==> config.mk <==
export PLATFORM = sky130hd
export DESIGN_NAME = axis_sum_packetizer
export DESIGN_NICKNAME = d
export VERILOG_FILES = /design/src/rtl/axis_pkg.sv /design/src/rtl/axis_out_reg.sv /design/src/rtl/axis_sum_packetizer.sv
export SDC_FILE = /design/constraint.sdc
export NUM_CORES = 1
export LEC_CHECK = 0
export BUFFER_PORTS_ARGS = -buffer_cell sky130_fd_sc_hd__buf_4
export CORE_UTILIZATION = 51
export DETAILED_ROUTE_END_ITERATION = 8
export HOLD_SLACK_MARGIN = 0.08
export PLACE_DENSITY = 0.79
export SLEW_MARGIN = 15
export SYNTH_ARGS = -nofsm -noshare
export SYNTH_HDL_FRONTEND = slang
export SYNTH_SLANG_ARGS = --single-unit
==> constraint.sdc <==
create_clock -name clk -period 2.56 [get_ports clk]
set_input_delay 0.256 -clock clk [delete_from_list [all_inputs] [get_ports clk]]
set_output_delay 0.256 -clock clk [all_outputs]
set_load 0.01 [all_outputs]
==> src/rtl/axis_pkg.sv <==
// Shared constants for the AXI-Stream checksum packetizer.
// Holds the FSM state encoding and the packet counter width.
package axis_pkg;

    typedef enum logic [0:0] {
        DATA = 1'b0,
        SUM  = 1'b1
    } fsm_state_t;

    localparam int PKT_CNT_W = 16;

endpackage

==> src/rtl/axis_out_reg.sv <==
// Registered AXI-Stream output stage (valid/data/last) with slot-free indication.
// A new beat may be loaded whenever the slot is empty or its current beat is being taken.
module axis_out_reg #(
    parameter int AXIS_WIDTH = 32
) (
    input  logic                  clk,
    input  logic                  reset,
    input  logic                  load,
    input  logic [AXIS_WIDTH-1:0] load_data,
    input  logic                  load_last,
    input  logic                  m_axis_tready,
    output logic                  m_axis_tvalid,
    output logic [AXIS_WIDTH-1:0] m_axis_tdata,
    output logic                  m_axis_tlast,
    output logic                  slot_free
);

    logic                  valid_r;
    logic [AXIS_WIDTH-1:0] data_r;
    logic                  last_r;

    assign slot_free     = !valid_r || m_axis_tready;
    assign m_axis_tvalid = valid_r;
    assign m_axis_tdata  = data_r;
    assign m_axis_tlast  = last_r;

    // Output beat register: load, drain, or hold while stalled.
    always_ff @(posedge clk) begin
        if (reset) begin
            valid_r <= 1'b0;
            data_r  <= '0;
            last_r  <= 1'b0;
        end else if (load) begin
            valid_r <= 1'b1;
            data_r  <= load_data;
            last_r  <= load_last;
        end else if (slot_free) begin
            valid_r <= 1'b0;
            data_r  <= data_r;
            last_r  <= last_r;
        end else begin
            valid_r <= valid_r;
            data_r  <= data_r;
            last_r  <= last_r;
        end
    end

endmodule

==> src/rtl/axis_sum_packetizer.sv <==
// Forwards an AXI-Stream unchanged and appends a modular-sum checksum beat
// (tlast=1) after every PKT_LEN data beats; counts completed packets.
module axis_sum_packetizer
    import axis_pkg::*;
#(
    parameter int AXIS_WIDTH = 32,
    parameter int PKT_LEN    = 4
) (
    input  logic                  clk,
    input  logic                  reset,
    input  logic                  s_axis_tvalid,
    input  logic [AXIS_WIDTH-1:0] s_axis_tdata,
    output logic                  s_axis_tready,
    output logic                  m_axis_tvalid,
    output logic [AXIS_WIDTH-1:0] m_axis_tdata,
    output logic                  m_axis_tlast,
    input  logic                  m_axis_tready,
    output logic [PKT_CNT_W-1:0]  pkt_count
);

    localparam int               CNT_W     = $clog2(PKT_LEN + 1);
    localparam logic [CNT_W-1:0] LAST_BEAT = CNT_W'(PKT_LEN - 1);

    fsm_state_t             state_r;
    fsm_state_t             state_nxt_s;
    logic [AXIS_WIDTH-1:0]  acc_r;
    logic [AXIS_WIDTH-1:0]  acc_nxt_s;
    logic [CNT_W-1:0]       beat_cnt_r;
    logic [CNT_W-1:0]       beat_cnt_nxt_s;
    logic [PKT_CNT_W-1:0]   pkt_count_r;
    logic                   load_s;
    logic [AXIS_WIDTH-1:0]  load_data_s;
    logic                   load_last_s;
    logic                   slot_free_s;

    // Input is accepted only in DATA with room downstream, and never during reset.
    assign s_axis_tready = (state_r == DATA) && slot_free_s && !reset;
    assign pkt_count     = pkt_count_r;

    axis_out_reg #(
        .AXIS_WIDTH (AXIS_WIDTH)
    ) u_out_reg (
        .clk           (clk),
        .reset         (reset),
        .load          (load_s),
        .load_data     (load_data_s),
        .load_last     (load_last_s),
        .m_axis_tready (m_axis_tready),
        .m_axis_tvalid (m_axis_tvalid),
        .m_axis_tdata  (m_axis_tdata),
        .m_axis_tlast  (m_axis_tlast),
        .slot_free     (slot_free_s)
    );

    // Next-state, accumulator/counter update and output-load decisions.
    always_comb begin
        state_nxt_s    = state_r;
        acc_nxt_s      = acc_r;
        beat_cnt_nxt_s = beat_cnt_r;
        load_s         = 1'b0;
        load_data_s    = '0;
        load_last_s    = 1'b0;
        case (state_r)
            DATA: begin
                if (s_axis_tvalid && s_axis_tready) begin
                    load_s         = 1'b1;
                    load_data_s    = s_axis_tdata;
                    acc_nxt_s      = acc_r + s_axis_tdata;
                    beat_cnt_nxt_s = beat_cnt_r + CNT_W'(1);
                    if (beat_cnt_r == LAST_BEAT) begin
                        state_nxt_s = SUM;
                    end else begin
                        state_nxt_s = DATA;
                    end
                end else begin
                    state_nxt_s = DATA;
                end
            end
            SUM: begin
                if (slot_free_s) begin
                    load_s         = 1'b1;
                    load_data_s    = acc_r;
                    load_last_s    = 1'b1;
                    acc_nxt_s      = '0;
                    beat_cnt_nxt_s = '0;
                    state_nxt_s    = DATA;
                end else begin
                    state_nxt_s = SUM;
                end
            end
            default: begin
                state_nxt_s = DATA;
            end
        endcase
    end

    // State, accumulator and beat counter registers.
    always_ff @(posedge clk) begin
        if (reset) begin
            state_r    <= DATA;
            acc_r      <= '0;
            beat_cnt_r <= '0;
        end else begin
            state_r    <= state_nxt_s;
            acc_r      <= acc_nxt_s;
            beat_cnt_r <= beat_cnt_nxt_s;
        end
    end

    // Completed-packet counter, advanced on each checksum-beat handshake.
    always_ff @(posedge clk) begin
        if (reset) begin
            pkt_count_r <= '0;
        end else if (m_axis_tvalid && m_axis_tready && m_axis_tlast) begin
            pkt_count_r <= pkt_count_r + PKT_CNT_W'(1);
        end else begin
            pkt_count_r <= pkt_count_r;
        end
    end

endmodule

==> results of run 1 <==
==> routing by layer <==
metal / vias to the layer above / wire length, um
met1: 2137 / 5624
met3: 15 / 399
li1: 2311 / -
met5: - / 0
met4: 0 / 132
met2: 106 / 5982
==> cell usage after synthesis, drive strengths merged (6+ instances only) <==
library cell,n,share of area
o21ai,46,0.047
nor3,11,0.012
inv,12,0.0093
nand2b,8,0.010
a21o,14,0.022
buf,6,0.0059
nand4,8,0.010
or3,7,0.0090
ha,34,0.087
dfxtp,86,0.35
xor2,22,0.040
a22oi,32,0.049
xnor2,17,0.031
nor2,35,0.030
a21oi,72,0.076
nand3,12,0.012
clkbuf,23,0.018
nand2,83,0.064
==> how the worst max path moves through the flow <==
stage	startpoint	to	slack [ns]	cells past startpoint
after floorplan	acc_r[0]	acc_r[30]	0.02	11
after global placement	s_axis_tdata[0]	acc_r[30]	-0.04	12
after detailed placement	s_axis_tdata[0]	acc_r[30]	-0.13	12
after CTS	acc_r[0]	acc_r[30]	-0.04	11
after global routing	acc_r[0]	acc_r[30]	-0.12	11
final	acc_r[0]	acc_r[30]	0.007	11
==> logic make-up (layout without fill, tap and decap cells) <==
| family | count (synthesis) | after routing | share of synthesized area |
|---|---|---|---|
| AO/OA/AOI/OAI | 205 | 205 | 0.2763 |
| buffers and inverters | 41 | 139 | 0.03293 |
| AND/OR/NAND/NOR | 181 | 181 | 0.1708 |
| multiplexers | 2 | 2 | 0.004116 |
| XOR/XNOR | 39 | 39 | 0.07023 |
| flip-flops | 86 | 86 | 0.3540 |
| adder cells (fa/ha/maj) | 35 | 35 | 0.09159 |
==> power by group <==
group	switching (W)	leakage, nW	total (W)	internal [W]
logic	0.000754	1.76	0.00135	0.000594
clock network	0.000541	0.116	0.00111	0.000564
registers	0.0000994	0.703	0.00156	0.00146
total	0.00139	2.58	0.00402	0.00262
==> per-stage QoR <==
stage	utilization	instance area, um2	setup slack [ns]	instances	TNS, ns
after detailed placement	0.6213	5741	-0.1283	798	-0.3263
after floorplan	-	4868	0.01607	589	0
after global placement	0.6213	5741	-0.04296	798	-0.05600
final	0.6529	6033	0.007467	816	0
after global routing	0.6529	6033	-0.1151	816	-0.4930
after CTS	0.6498	6005	-0.04036	816	-0.1005
==> timing repair <==
item | 4_1_cts | 5_1_grt
setup buffers | 2 | 0
pin swaps | 9 | 6
gates resized for setup | 7 | 9
endpoints found under the setup margin | 6 | 13
==> layout make-up <==
class / count / area share
Inverter: 12 / 0.007466
Timing Repair Buffer: 111 / 0.1381
Tap cell: 129 / 0.02675
Sequential cell: 86 / 0.2856
Clock inverter: 7 / 0.01701
Clock buffer: 9 / 0.02053
Multi-Input combinational cell: 462 / 0.5046
==> tightest hold or removal path, stage by stage <==
cell and delay, ns:
buf_4 0.10, nor3_1 0.04, nor2_1 0.07
==> flip-flops by register name, summed over array words and instances (netlist names) <==
signal and cells:
u_out_reg.m_axis_tlast 1, acc_r 32, u_out_reg.m_axis_tdata 32, state_r 1
u_out_reg.m_axis_tvalid 1, pkt_count 16, beat_cnt_r 3
==> flow_metrics.tcl, run 1 <==
set metrics [dict create \
    status "finished clean" \
    min_path_cells 3 \
    path_cells "ha_4 -> inv_2 -> fa_2 -> and2b_1 -> o211ai_2 -> a2111oi_4 -> nor2_4 -> o221a_4 -> nor3_4 -> o21ai_1 -> a32o_1" \
    insertion_delay_ns 0.35 \
    die_height_um 99.65 \
    core_area_um2 9240 \
    final_cell_mix "buf_4, dfxtp_1, nand2_1" \
    fp-row-count 35 \
    layout-drive-gt1-share 0.2227 \
    first_global_vias 4304 \
    initial_utilization 0.5263 \
    async_flop_share 0 \
    grtUsageMet1 0.3163 \
    grt_max_degree 57 \
    ys_seq_area_frac 0.3540 \
    arrival_ns 2.80 \
    port_buffers 86 \
    cp_top_family "compound AO/OA/AOI/OAI gates" \
    cp_slowest_cell "a2111oi_4" \
    leakagePower_nw 2.580 \
    slew_violations 0 \
    gp_congestion 0.8794 \
    use_met3 0.03092 \
    grt_overflow 0 \
    max_stage_delay_ns 0.44 \
    fin_crit_ns 2.553 \
    power_w 0.004016 \
    cts-htree-levels 3 \
    fin_crit_sh 0.9971 \
    synth_cells 589 \
    ys_ff_latch 86 \
    multiInputGateArea_um2 3044 \
    ys_types 53 \
    r2r_slack_ns 0.007 \
    worst_pin_slew_ns 0.8189 \
    hold_viol_final 0 \
    met2_usage 0.4375 \
    relSlewSlack 0.4528 \
    critPathLaunchType "flop" \
    synth_edf_count 0 \
    drt_iter0_drc 157 \
    diodes 0 \
    synth_area_per_cell_um2 8.257 \
    grt_setup_unrepaired "true" \
    clk_pin_slew_ns 0.09 \
    ir_drop_mv 0.3950 \
    drtAntennaViolNets 0 \
    final-seq-area_um2 1723 \
    syn_area_um2 4863 \
    whs_endpoint "u_out_reg.m_axis_tvalid" \
    antenna_found_initial 0 \
    holdCritStartpoint "s_axis_tvalid" \
    dp_hpwl_um 8691 \
    drv_cap 0 \
    detail_route.wl_per_cell_um 14.88 \
    power_density_nw_per_um2 665.6 \
    crit_type "flop to flop" \
    routed_via_density 5.599 \
    r2r-start "acc_r[0]" \
    die_x_um 99.65 \
    yosys_most_used_dff "dfxtp_1" \
    syn_nets 660 \
    hp-class "primary input to flop" \
    cts_tree "yes" \
    max_freq_mhz 391.8 \
    cts_buffers 9 \
    areaGrowthSynthToFinish_pct 24.05 \
    io_pins 87 \
    n_fill_cell 800 \
    nets 753 \
    endpoint_kind "flop" \
    cts_hold_buf 0 \
    drc 0 \
    path_buf_inv 1 \
    dr.pass1.iters 5 \
    skew_ns 0.007764 \
    crit_required_ns 2.81 \
    finalSetupViolCount 0 \
    grt_usage 0.2493 \
    grt_pass1_wl_um 20030 \
    totalWireLength_um 12140 \
    yosysWarningCount 0 \
    final_common_cell "buf_4" \
    path_max_fanout 2 \
    clk_path_buf_depth 2 \
    clk_root_buffer_cell "clkbuf_8" \
    reg2reg_depth 11 \
    top_usage_layer "met2" \
    dieArea_um2 9930 \
    holdWs_ns 0.1393 \
    rr_endpoint "acc_r[30]" \
    clock_sinks 86 \
    vias 4569 \
]
Note: power is estimated with default switching activity, not from simulation.
==> run 2, diff against run 1 <==
--- a/config.mk
+++ b/config.mk
@@ -10,6 +10,8 @@
 export DETAILED_ROUTE_END_ITERATION = 8
 export HOLD_SLACK_MARGIN = 0.08
 export PLACE_DENSITY = 0.79
+export RECOVER_POWER = 100
+export SKIP_LAST_GASP = 1
 export SLEW_MARGIN = 15
 export SYNTH_ARGS = -nofsm -noshare
 export SYNTH_HDL_FRONTEND = slang
==> run 2 against run 1 <==
Against the previous run:
- flip-flop and latch count stayed put
- register-to-register slack hardly changed
- critical endpoint unchanged
- setup slack better by 0.0017 ns
- clock-buffer cell count stayed put
- critical path type unchanged
- non-clock buffer count stayed put
- via count hardly changed
- cell area is 3.6% lower
- maximum frequency hardly changed
- total power is 0.83% lower
- wire length hardly changed
- sequential share of layout area is 1.1 points higher
==> flow_metrics.tcl, run 2 (same netlist as run 1, synthesis figures left out) <==
set metrics [dict create \
    grt_pass1_wl_um 20030 \
    nets 753 \
    port_buffers 86 \
    cts-htree-levels 3 \
    cts_tree "yes" \
    max_freq_mhz 392.0 \
    drt_iter0_drc 179 \
    placed_area_um2 5741 \
    instances_no_fill 816 \
    initial_utilization 0.5263 \
    worst_pin_slew_ns 0.7976 \
    fin_crit_sh 0.9964 \
    fp-row-count 35 \
    dieArea_um2 9930 \
    dr.pass1.iters 4 \
    drtAntennaViolNets 0 \
    diodes 0 \
    finalSetupViolCount 0 \
    clk_pin_slew_ns 0.09 \
    grt_usage 0.2493 \
    crit_required_ns 2.82 \
    path_buf_inv 1 \
    antenna_found_initial 0 \
    final_cell_mix "dfxtp_1, nand2_1, a21oi_1" \
    cts_buffers 9 \
    io_pins 87 \
    slew_violations 0 \
    path_max_fanout 2 \
    fin_crit_ns 2.551 \
    grt_setup_unrepaired "true" \
    leakagePower_nw 2.348 \
    die_x_um 99.65 \
    drc 0 \
    clock_sinks 86 \
    clk_root_buffer_cell "clkbuf_8" \
    crit_type "flop to flop" \
    totalWireLength_um 12130 \
    endpoint_kind "flop" \
    r2r_slack_ns 0.009 \
    layout-drive-gt1-share 0.1426 \
    hp-class "primary input to flop" \
    numPlacedInstances 798 \
    arrival_ns 2.81 \
    gp_congestion 0.8794 \
    dp_hpwl_um 8691 \
    drv_cap 0 \
    clk_path_buf_depth 2 \
    die_height_um 99.65 \
    fin_area_um2 5818 \
    status "finished clean" \
    power_density_nw_per_um2 684.5 \
    cts_hold_buf 0 \
    first_global_vias 4304 \
    cp_top_family "compound AO/OA/AOI/OAI gates" \
    grt_overflow 0 \
    areaGrowthSynthToFinish_pct 19.63 \
    hold_viol_final 0 \
    core_area_um2 9240 \
    n_fill_cell 879 \
    path_cells "ha_4 -> inv_2 -> fa_2 -> and2b_1 -> o211ai_2 -> a2111oi_4 -> nor2_4 -> o221a_4 -> nor3_4 -> o21ai_1 -> a32o_1" \
    insertion_delay_ns 0.35 \
    grt_max_degree 57 \
    relSlewSlack 0.4670 \
    max_stage_delay_ns 0.44 \
    fin_util 0.6297 \
    critPathLaunchType "flop" \
    ir_drop_mv 0.3862 \
    detail_route.wl_per_cell_um 14.86 \
    vias 4572 \
    cp_slowest_cell "a2111oi_4" \
    final_common_cell "dfxtp_1" \
    routed_via_density 5.603 \
    skew_ns 0.007455 \
]
==> run 2: cell types whose count changed in the layout (fill, tap and decap cells not counted), sizes merged <==
cell    delta
buf       -57
clkbuf    +57
==> run 2: path summary, 6_finish.rpt <==
kind	depth (start not counted)	to	startpoint
min	3	u_out_reg.m_axis_tvalid	s_axis_tvalid
max reg2reg	11	acc_r[30]	acc_r[0]
min reg2reg	2	u_out_reg.m_axis_tdata[6]	u_out_reg.m_axis_tdata[6]
max	11	acc_r[30]	acc_r[0]
==> run 2: power breakdown <==
group	switching, W	total, W	internal, W	leakage, nW
Combinational	0.000748	0.00132	0.000569	1.53
Clock	0.000539	0.00110	0.000564	0.116
Sequential	0.0000993	0.00156	0.00146	0.703
==> run 2: metrics by stage <==
stage               hold WS, ns  total power, W  setup TNS, ns  setup slack, ns
floorplan                0.3806        0.002506              0          0.01607
global placement         0.4425        0.002850       -0.05600         -0.04296
detailed placement       0.4495        0.002880        -0.3263          -0.1283
CTS                      0.1272        0.003994        -0.1005         -0.04036
global route             0.1427        0.004211        -0.6542          -0.1151
finish                   0.1372        0.003983              0         0.009141
==> run 2: cell type report <==
type / instances / area [um2] / share of cell area
Sequential cell: 86 / 1723 / 0.2961
Inverter: 12 / 45.04 / 0.007742
Tap cell: 129 / 161.4 / 0.02774
Clock buffer: 9 / 123.9 / 0.02129
Timing Repair Buffer: 111 / 626.9 / 0.1077
Multi-Input combinational cell: 462 / 3035 / 0.5217
Clock inverter: 7 / 102.6 / 0.01763
==> run 2: worst min-delay path, delay by kind of cell <==
family | cells | cell delay [ns]
AND/OR/NAND/NOR | 2 | 0.11
buffers and inverters | 1 | 0.09
==> run 2: what timing repair did <==
item | CTS | global route
buffers inserted | 2 | 0
setup endpoints to repair | 6 | 13
pin swaps | 9 | 6
resized for setup | 7 | 9
==> run 2: layer usage <==
layer,part of all wire,vias up,global-route usage
li1,-,2307,-
met1,0.46,2134,0.3163
met2,0.49,114,0.4375
met3,0.038,17,0.03092
met4,0.013,0,0.08371
met5,0,-,0
